--- config.mk ---
export PLATFORM = sky130hd
export DESIGN_NAME = axis_pkt_arbiter_flat
export DESIGN_NICKNAME = d
export VERILOG_FILES = /design/src/rtl/axis_arb_pkg.sv /design/src/rtl/axis_pkt_arbiter_if.sv /design/src/rtl/axis_arb_skid.sv /design/src/rtl/axis_pkt_arbiter.sv /design/src/flat_wrapper.sv
export SDC_FILE = /design/constraint.sdc
export NUM_CORES = 1
export LEC_CHECK = 0
export CORE_AREA = 5 5 89 91
export CTS_BUF_LIST = sky130_fd_sc_hd__clkbuf_8
export DETAILED_ROUTE_END_ITERATION = 7
export DIE_AREA = 0 0 94 96
export GPL_TIMING_DRIVEN = 0
export PLACE_DENSITY = 0.76
export RECOVER_POWER = 50
export SETUP_SLACK_MARGIN = 0.15
export SYNTH_ARGS = -nofsm -noshare
export SYNTH_HDL_FRONTEND = slang
export SYNTH_HIERARCHICAL = 1
export SYNTH_SLANG_ARGS = --single-unit
export TNS_END_PERCENT = 50
--- constraint.sdc ---
create_clock -name aclk -period 1.71 [get_ports aclk]
set_clock_uncertainty 0.1 [all_clocks]
set_input_delay 0.171 -clock aclk [delete_from_list [all_inputs] [get_ports aclk]]
set_output_delay 0.171 -clock aclk [all_outputs]
set_load 0.03 [all_outputs]
--- src/rtl/axis_arb_pkg.sv ---
// axis_arb_pkg: shared types, constants and the round-robin pick helper
// for the packet arbiter (axis_pkt_arbiter) and its skid buffer.
//
// Contents:
//   arb_state_e        - arbiter FSM states (IDLE, BUSY)
//   MAX_IN             - upper bound on the number of arbitrated inputs
//   DEFAULT_DATA_WIDTH - default tdata width
//   rr_next()          - round-robin pick, returns {found, index}
package axis_arb_pkg;

  typedef enum logic {
    IDLE = 1'b0,
    BUSY = 1'b1
  } arb_state_e;

  localparam int MAX_IN             = 8;
  localparam int DEFAULT_DATA_WIDTH = 64;

  // Scans upward from (last+1) mod num_in, wrapping, and returns
  // {1'b1, idx} for the first requester found, or all zeros when no
  // input requests. Only indices below num_in are ever considered.
  // The loop runs downward so the smallest offset wins the last write.
  function automatic logic [3:0] rr_next(input logic [MAX_IN-1:0] req,
                                         input logic [2:0]        last,
                                         input int                num_in);
    logic [3:0] res;
    logic [2:0] idx;
    res = '0;
    for (int k = MAX_IN; k >= 1; k--) begin
      if (k <= num_in) begin
        idx = 3'((int'(last) + k) % num_in);
        if (req[idx]) res = {1'b1, idx};
      end
    end
    return res;
  endfunction

endpackage

--- src/rtl/axis_pkt_arbiter_if.sv ---
// axis_pkt_arbiter_if: bundle of the NUM_IN-wide AXI4-Stream input side
// and the single AXI4-Stream output side of the packet arbiter.
//
// Handshake: on every stream a beat transfers on a rising clock edge
// where tvalid and tready are both high. A source holds tvalid and its
// payload stable until the beat transfers; tvalid never waits on tready.
//
// Modports:
//   slave  - the arbiter: consumes S_AXIS_*, produces M_AXIS_*
//   master - the surrounding traffic: produces S_AXIS_*, consumes M_AXIS_*
// Input i occupies S_AXIS_tdata[i*DATA_WIDTH +: DATA_WIDTH] and
// S_AXIS_tkeep[i*KEEP_WIDTH +: KEEP_WIDTH].
interface axis_pkt_arbiter_if #(
  parameter int NUM_IN     = 2,
  parameter int DATA_WIDTH = axis_arb_pkg::DEFAULT_DATA_WIDTH,
  parameter int ID_WIDTH   = 3
);
  localparam int KEEP_WIDTH = DATA_WIDTH / 8;

  logic [NUM_IN*DATA_WIDTH-1:0] S_AXIS_tdata;
  logic [NUM_IN*KEEP_WIDTH-1:0] S_AXIS_tkeep;
  logic [NUM_IN-1:0]            S_AXIS_tlast;
  logic [NUM_IN-1:0]            S_AXIS_tvalid;
  logic [NUM_IN-1:0]            S_AXIS_tready;

  logic [DATA_WIDTH-1:0]        M_AXIS_tdata;
  logic [KEEP_WIDTH-1:0]        M_AXIS_tkeep;
  logic                         M_AXIS_tlast;
  logic [ID_WIDTH-1:0]          M_AXIS_tid;
  logic                         M_AXIS_tvalid;
  logic                         M_AXIS_tready;

  modport slave (
    input  S_AXIS_tdata, S_AXIS_tkeep, S_AXIS_tlast, S_AXIS_tvalid, M_AXIS_tready,
    output S_AXIS_tready, M_AXIS_tdata, M_AXIS_tkeep, M_AXIS_tlast, M_AXIS_tid,
           M_AXIS_tvalid
  );

  modport master (
    output S_AXIS_tdata, S_AXIS_tkeep, S_AXIS_tlast, S_AXIS_tvalid, M_AXIS_tready,
    input  S_AXIS_tready, M_AXIS_tdata, M_AXIS_tkeep, M_AXIS_tlast, M_AXIS_tid,
           M_AXIS_tvalid
  );

endinterface

--- src/rtl/axis_arb_skid.sv ---
// axis_arb_skid: two-entry skid buffer with fully registered outputs,
// used on the arbiter output when AXIS_ARB_OUT_REG_EN is defined.
//
// Ports:
//   i_clk, i_rst_n     - clock, asynchronous active-low reset (clears contents)
//   i_valid, o_ready   - upstream handshake (o_ready = buffer not full)
//   i_data             - upstream payload
//   o_valid, i_ready   - downstream handshake
//   o_data             - downstream payload (head entry)
module axis_arb_skid #(
  parameter int WIDTH = 8
) (
  input  logic             i_clk,
  input  logic             i_rst_n,
  input  logic             i_valid,
  output logic             o_ready,
  input  logic [WIDTH-1:0] i_data,
  output logic             o_valid,
  input  logic             i_ready,
  output logic [WIDTH-1:0] o_data
);

  logic [WIDTH-1:0] r_data0;  // head, drives o_data
  logic [WIDTH-1:0] r_data1;
  logic [1:0]       r_cnt;
  logic             w_push;
  logic             w_pop;

  assign o_ready = (r_cnt != 2'd2);
  assign o_valid = (r_cnt != 2'd0);
  assign o_data  = r_data0;
  assign w_push  = i_valid & o_ready;
  assign w_pop   = o_valid & i_ready;

  always_ff @(posedge i_clk or negedge i_rst_n) begin
    if (!i_rst_n) begin
      r_data0 <= '0;
      r_data1 <= '0;
      r_cnt   <= 2'd0;
    end else begin
      case ({w_push, w_pop})
        2'b10: begin
          if (r_cnt == 2'd0) r_data0 <= i_data;
          else               r_data1 <= i_data;
          r_cnt <= r_cnt + 2'd1;
        end
        2'b01: begin
          r_data0 <= r_data1;
          r_cnt   <= r_cnt - 2'd1;
        end
        2'b11: begin
          // Push while full cannot happen, so the count is 1 here.
          if (r_cnt == 2'd1) begin
            r_data0 <= i_data;
          end else begin
            r_data0 <= r_data1;
            r_data1 <= i_data;
          end
        end
        default: ;
      endcase
    end
  end

endmodule

--- src/rtl/axis_pkt_arbiter.sv ---
// axis_pkt_arbiter: packet-granular round-robin arbiter merging NUM_IN
// AXI4-Stream inputs onto one output. A granted input owns the output
// until its tlast beat is accepted; the source index is sent on tid.
//
// Ports:
//   aclk, resetn  - clock, asynchronous active-low reset
//   bus           - axis_pkt_arbiter_if.slave (S_AXIS_* inputs, M_AXIS_* output)
//   grant_valid   - high while an input owns the output (registered)
//   grant_idx     - owning input; holds the last owner when idle
//   o_dbg_state   - current FSM state
//
// Build option: define AXIS_ARB_OUT_REG_EN to register all M_AXIS_*
// outputs through a two-entry skid buffer (+1 cycle latency).
module axis_pkt_arbiter
  import axis_arb_pkg::*;
#(
  parameter int NUM_IN     = 2,
  parameter int DATA_WIDTH = DEFAULT_DATA_WIDTH,
  parameter int ID_WIDTH   = 3
) (
  input  logic                 aclk,
  input  logic                 resetn,
  axis_pkt_arbiter_if.slave    bus,
  output logic                 grant_valid,
  output logic [ID_WIDTH-1:0]  grant_idx,
  output arb_state_e           o_dbg_state
);

  localparam int KEEP_WIDTH = DATA_WIDTH / 8;

  arb_state_e            r_state, w_state_nxt;
  logic [2:0]            r_grant, w_grant_nxt;
  logic [2:0]            r_last,  w_last_nxt;
  logic [MAX_IN-1:0]     w_req;
  logic [3:0]            w_pick;
  logic [DATA_WIDTH-1:0] w_sel_data;
  logic [KEEP_WIDTH-1:0] w_sel_keep;
  logic                  w_sel_last;
  logic                  w_sel_valid;
  logic                  w_busy;
  logic                  w_in_ready;
  logic                  w_take;
  logic                  w_done;

  assign w_req  = MAX_IN'(bus.S_AXIS_tvalid);
  assign w_pick = rr_next(w_req, r_last, NUM_IN);
  assign w_busy = (r_state == BUSY);

  // Granted-input mux
  always_comb begin
    w_sel_data  = '0;
    w_sel_keep  = '0;
    w_sel_last  = 1'b0;
    w_sel_valid = 1'b0;
    for (int i = 0; i < NUM_IN; i++) begin
      if (r_grant == 3'(i)) begin
        w_sel_data  = bus.S_AXIS_tdata[i*DATA_WIDTH +: DATA_WIDTH];
        w_sel_keep  = bus.S_AXIS_tkeep[i*KEEP_WIDTH +: KEEP_WIDTH];
        w_sel_last  = bus.S_AXIS_tlast[i];
        w_sel_valid = bus.S_AXIS_tvalid[i];
      end
    end
  end

  // Only the granted input sees ready, and only while BUSY.
  always_comb begin
    bus.S_AXIS_tready = '0;
    for (int i = 0; i < NUM_IN; i++) begin
      if (w_busy && (r_grant == 3'(i))) bus.S_AXIS_tready[i] = w_in_ready;
    end
  end

  assign w_take = w_busy & w_sel_valid & w_in_ready;
  assign w_done = w_take & w_sel_last;

  always_comb begin
    w_state_nxt = r_state;
    w_grant_nxt = r_grant;
    w_last_nxt  = r_last;
    case (r_state)
      IDLE: begin
        if (w_pick[3]) begin
          w_state_nxt = BUSY;
          w_grant_nxt = w_pick[2:0];
        end
      end
      BUSY: begin
        if (w_done) begin
          w_state_nxt = IDLE;
          w_last_nxt  = r_grant;
        end
      end
      default: w_state_nxt = IDLE;
    endcase
  end

  // last_grant resets to NUM_IN-1 so input 0 has first priority.
  always_ff @(posedge aclk or negedge resetn) begin
    if (!resetn) begin
      r_state <= IDLE;
      r_grant <= 3'd0;
      r_last  <= 3'(NUM_IN - 1);
    end else begin
      r_state <= w_state_nxt;
      r_grant <= w_grant_nxt;
      r_last  <= w_last_nxt;
    end
  end

  assign grant_valid = w_busy;
  assign grant_idx   = ID_WIDTH'(r_grant);
  assign o_dbg_state = r_state;

`ifdef AXIS_ARB_OUT_REG_EN
  localparam int PW = ID_WIDTH + 1 + KEEP_WIDTH + DATA_WIDTH;

  logic [PW-1:0] w_skid_in;
  logic [PW-1:0] w_skid_out;
  logic          w_skid_ready;
  logic          w_skid_valid;

  assign w_skid_in = {ID_WIDTH'(r_grant), w_sel_last, w_sel_keep, w_sel_data};

  // The grant is released as soon as the tlast beat enters the buffer.
  axis_arb_skid #(.WIDTH(PW)) u_skid (
    .i_clk   (aclk),
    .i_rst_n (resetn),
    .i_valid (w_busy & w_sel_valid),
    .o_ready (w_skid_ready),
    .i_data  (w_skid_in),
    .o_valid (w_skid_valid),
    .i_ready (bus.M_AXIS_tready),
    .o_data  (w_skid_out)
  );

  assign w_in_ready        = w_skid_ready;
  assign bus.M_AXIS_tvalid = w_skid_valid;
  assign {bus.M_AXIS_tid, bus.M_AXIS_tlast, bus.M_AXIS_tkeep, bus.M_AXIS_tdata} = w_skid_out;
`else
  // Combinational path; outputs are forced to zero outside BUSY so a
  // reset drops them immediately.
  assign w_in_ready        = bus.M_AXIS_tready;
  assign bus.M_AXIS_tvalid = w_busy & w_sel_valid;
  assign bus.M_AXIS_tdata  = w_busy ? w_sel_data : '0;
  assign bus.M_AXIS_tkeep  = w_busy ? w_sel_keep : '0;
  assign bus.M_AXIS_tlast  = w_busy & w_sel_last;
  assign bus.M_AXIS_tid    = w_busy ? ID_WIDTH'(r_grant) : '0;
`endif

endmodule

--- src/flat_wrapper.sv ---
// flat-port wrapper written by rule: the top's interface ports become plain ports
module axis_pkt_arbiter_flat import axis_arb_pkg::*;
#(
  parameter int NUM_IN     = 2,
  parameter int DATA_WIDTH = DEFAULT_DATA_WIDTH,
  parameter int ID_WIDTH   = 3
)
  (aclk, resetn, grant_valid, grant_idx, o_dbg_state, bus_S_AXIS_tdata, bus_S_AXIS_tkeep, bus_S_AXIS_tlast, bus_S_AXIS_tvalid, bus_M_AXIS_tready, bus_S_AXIS_tready, bus_M_AXIS_tdata, bus_M_AXIS_tkeep, bus_M_AXIS_tlast, bus_M_AXIS_tid, bus_M_AXIS_tvalid);
  axis_pkt_arbiter_if #(.NUM_IN(NUM_IN), .DATA_WIDTH(DATA_WIDTH), .ID_WIDTH(ID_WIDTH)) bus_i ();
  input  logic aclk;
  input  logic resetn;
  output logic grant_valid;
  output logic [ID_WIDTH-1:0] grant_idx;
  output arb_state_e o_dbg_state;
  input wire logic [$bits(bus_i.S_AXIS_tdata)-1:0] bus_S_AXIS_tdata;
  input wire logic [$bits(bus_i.S_AXIS_tkeep)-1:0] bus_S_AXIS_tkeep;
  input wire logic [$bits(bus_i.S_AXIS_tlast)-1:0] bus_S_AXIS_tlast;
  input wire logic [$bits(bus_i.S_AXIS_tvalid)-1:0] bus_S_AXIS_tvalid;
  input wire logic [$bits(bus_i.M_AXIS_tready)-1:0] bus_M_AXIS_tready;
  output wire logic [$bits(bus_i.S_AXIS_tready)-1:0] bus_S_AXIS_tready;
  output wire logic [$bits(bus_i.M_AXIS_tdata)-1:0] bus_M_AXIS_tdata;
  output wire logic [$bits(bus_i.M_AXIS_tkeep)-1:0] bus_M_AXIS_tkeep;
  output wire logic [$bits(bus_i.M_AXIS_tlast)-1:0] bus_M_AXIS_tlast;
  output wire logic [$bits(bus_i.M_AXIS_tid)-1:0] bus_M_AXIS_tid;
  output wire logic [$bits(bus_i.M_AXIS_tvalid)-1:0] bus_M_AXIS_tvalid;
  assign bus_i.S_AXIS_tdata = bus_S_AXIS_tdata;
  assign bus_i.S_AXIS_tkeep = bus_S_AXIS_tkeep;
  assign bus_i.S_AXIS_tlast = bus_S_AXIS_tlast;
  assign bus_i.S_AXIS_tvalid = bus_S_AXIS_tvalid;
  assign bus_i.M_AXIS_tready = bus_M_AXIS_tready;
  assign bus_S_AXIS_tready = bus_i.S_AXIS_tready;
  assign bus_M_AXIS_tdata = bus_i.M_AXIS_tdata;
  assign bus_M_AXIS_tkeep = bus_i.M_AXIS_tkeep;
  assign bus_M_AXIS_tlast = bus_i.M_AXIS_tlast;
  assign bus_M_AXIS_tid = bus_i.M_AXIS_tid;
  assign bus_M_AXIS_tvalid = bus_i.M_AXIS_tvalid;
  axis_pkt_arbiter #(.NUM_IN(NUM_IN), .DATA_WIDTH(DATA_WIDTH), .ID_WIDTH(ID_WIDTH)) u_core (.aclk(aclk), .resetn(resetn), .bus(bus_i), .grant_valid(grant_valid), .grant_idx(grant_idx), .o_dbg_state(o_dbg_state));
endmodule
==> metrics.txt <==
overall global routing resource usage=0.162; crit path setup slack, layout=-35.6 ps; fraction of layout instances using a drive strength above 1=0.396; initial cell density of the core=0.199; Min Clock Period, post-route=1750 ps; number of antenna violations at the first check in global routing=0; CTS tree=built; endpoint required time on the critical path=1440 ps; largest incremental delay on the critical path=400 ps; final standard cell utilization of the core=0.602; x dimension of the die=94 µm; area of the multi-input gates=1310 µm²; Die H=96 µm; synth top area cells=mux2i_1, nor2_1, buf_12, dfrtp_1, buf_4; post-synthesis to final-layout area growth=203%; core region area=7060 µm²; residual DRC count=0; clock-pin slew reported for the worst setup and hold paths after clock tree synthesis=30 ps; Final Instance Count excl. Fillers=533; drt first-iter violations=32; violations in the final reports=setup timing; final HPWL from detailed placement=6940 µm; final wirelength=8420 µm; launching point of the worst reg2reg path=u_core/grant_idx[0]; crit path cell chain=buf_6 -> buf_12 -> buf_12 -> mux2i_4 -> nor2_2 -> buf_6; number of nets in the layout=586; antenna viol nets, final=0; total net switching power=3.18 mW; total congestion overflow=0; number of diodes added for antenna fixing=0; RSZ-0062 raised after global routing=yes; DRT Pass-1 Iters=4; ys async rst share=1.00; share of the synthesized area in the top cell type=0.528; IR drop worst, VDD=0.846 mV; ports placed on the boundary=235; type of the worst setup path=reg -> out; cell area after technology mapping=1400 µm²; Final Total Pwr=6.45 mW; worst-path cell with the longest stage delay=dfrtp_2; cell taking the most area after synthesis=mux2i_1; endpoints failing setup=17; instance count of the mapped netlist=186; htree depth=1; result of the run=finished with violations; FF/Latch Area=78.8 µm²; Max Slew Vio Count=0; number of hold-slack violations in the final timing report=0; synthesis warning total=6; Sinks on Clock Net=3; CTS root buf=clkbuf_8; fraction of power spent switching nets=0.494; kind of end point of the critical path=output pin; vias per std cell=4.31; Synth cell types=19; count of flip-flops with a built-in enable after synthesis=0; Flop pwr share=0.021; data arrival time of the critical path=1470 ps; power density cells=1520 nW/µm²; clock insertion delay at the later pin of the skew report=210 ps; sequential share of the synthesized area=0.0544; internal power contribution=3.27 mW; crit start category=flip-flop; gp weighted congestion=0.732; filler instances=653; library cell with the highest instance count after synthesis=nor2_1; leakage power=1.91 nW; critical register-to-register path endpoint=u_core/r_last[0]; clock group share of total power=0.031; total number of placement rows=31; routed via count=2296; CTS buffer count=3; highest net fanout along the worst path=7; count of buffers from port buffering=230; combinational fraction of design power=0.948; max-capacitance violation count=0; vias in the first global route=2383; leading register cell type out of synthesis=dfrtp_1; ratio of final minimum period to clock period=1.02; class of the tightest hold or removal check=in -> async; first-pass GRT wire length=11800 µm; most frequent cells after synthesis=nor2_1, mux2i_1, buf_12; number of cells after detailed placement=518; top achievable clock speed=573 MHz; routed wire length per instance=15.8 µm; mean post-synth cell area=7.55 µm²; area enclosed by the die boundary=9020 µm²; number of buffers on the longest clock path=2; Yosys reg bits=3; maximum number of pins on one net before global-route repair=11; minimum setup slack among reg-to-reg paths=210 ps; depth of the most critical reg-to-reg path=6
## worst max-delay path: cells and delay by family (launching register included)
family | cells | cell delay (ps)
buffers and inverters | 4 | 580
flip-flops | 1 | 400
multiplexers | 1 | 180
AND/OR/NAND/NOR | 1 | 100
## metal layers
layer  GRT usage  vias to the layer above  routed length [µm]
met3      0.0360                        8                 760
li1            -                     1119                   -
met2       0.329                      135                4610
met4      0.0253                        0                 101
met1       0.172                     1034                2950
met5           0                        -                   0
## flip-flops by register name (all words and copies together) (netlist names)
register / count
u_core/r_last: 1
u_core/grant_idx: 1
u_core/grant_valid: 1
## cell families (layout without fill, tap and decap cells)
logic type      after synthesis  in the layout  synth area share
simple gates                 82             82             0.228
mux                          74             74             0.528
buf+inv                      23            268             0.168
compound gates                3              3            0.0187
flops                         3              3            0.0544
other cells                   1              4           0.00267
## final cells by class
class                      instances  share of cell area
sequential                         3              0.0185
timing repair buffer             241               0.568
clock buffer                       3             0.00971
tap                               99              0.0291
clock inverter                     1            0.000883
buffer                            22              0.0648
inverter                           1            0.000883
multi-input combinational        163               0.308
## power groups by stage
stage / clock network, mW / logic, mW / registers, mW
floorplan: 0 / 3.39 / 0.168
global route: 0.206 / 6.42 / 0.141
global placement: 0 / 5.36 / 0.140
CTS: 0.202 / 5.90 / 0.139
finish: 0.197 / 6.11 / 0.138
detailed placement: 0 / 5.41 / 0.141
## how the worst max path moves through the flow
| stage | end | start | slack [ps] |
|---|---|---|---|
| 6_report | bus_M_AXIS_tdata[12] | u_core/grant_idx[0] | -40 |
| 5_1_grt | bus_M_AXIS_tdata[39] | u_core/grant_idx[0] | -90 |
| 3_5_place_dp | bus_M_AXIS_tdata[29] | u_core/grant_valid | -460 |
| 4_1_cts | bus_M_AXIS_tdata[42] | u_core/grant_idx[0] | -50 |
| 2_1_floorplan | bus_M_AXIS_tdata[28] | u_core/grant_idx[0] | 20 |
| 3_3_place_gp | bus_M_AXIS_tdata[28] | u_core/grant_valid | -440 |
## stage by stage
step	instance area [µm²]	setup TNS, ps	setup WS, ps	hold WS [ps]
finish	4250	-211	-35.6	115
global route	4250	-3320	-90.6	129
floorplan	1520	0	16.3	-225
global placement	3940	-24640	-441	262
detailed placement	3940	-24890	-461	272
CTS	4140	-474	-54.8	45.7
## placed cells by master (no fill, tap or decap), drive strengths merged, types with 2 or more instances in the layout
cell type / instances
clkbuf: 10
dfrtp: 2
nor2: 75
conb: 4
a32o: 2
buf: 106
mux2i: 74
clkdlybuf4s50: 149
inv: 2
nand2: 2
## what timing repair did
action,in CTS,in global routing
pin swaps,15,15
gates cloned,3,2
setup buffers,3,3
hold buffers,0,0
setup endpoints to repair,79,77
resized for setup,519,29
Power figures use the tool's default switching activity.
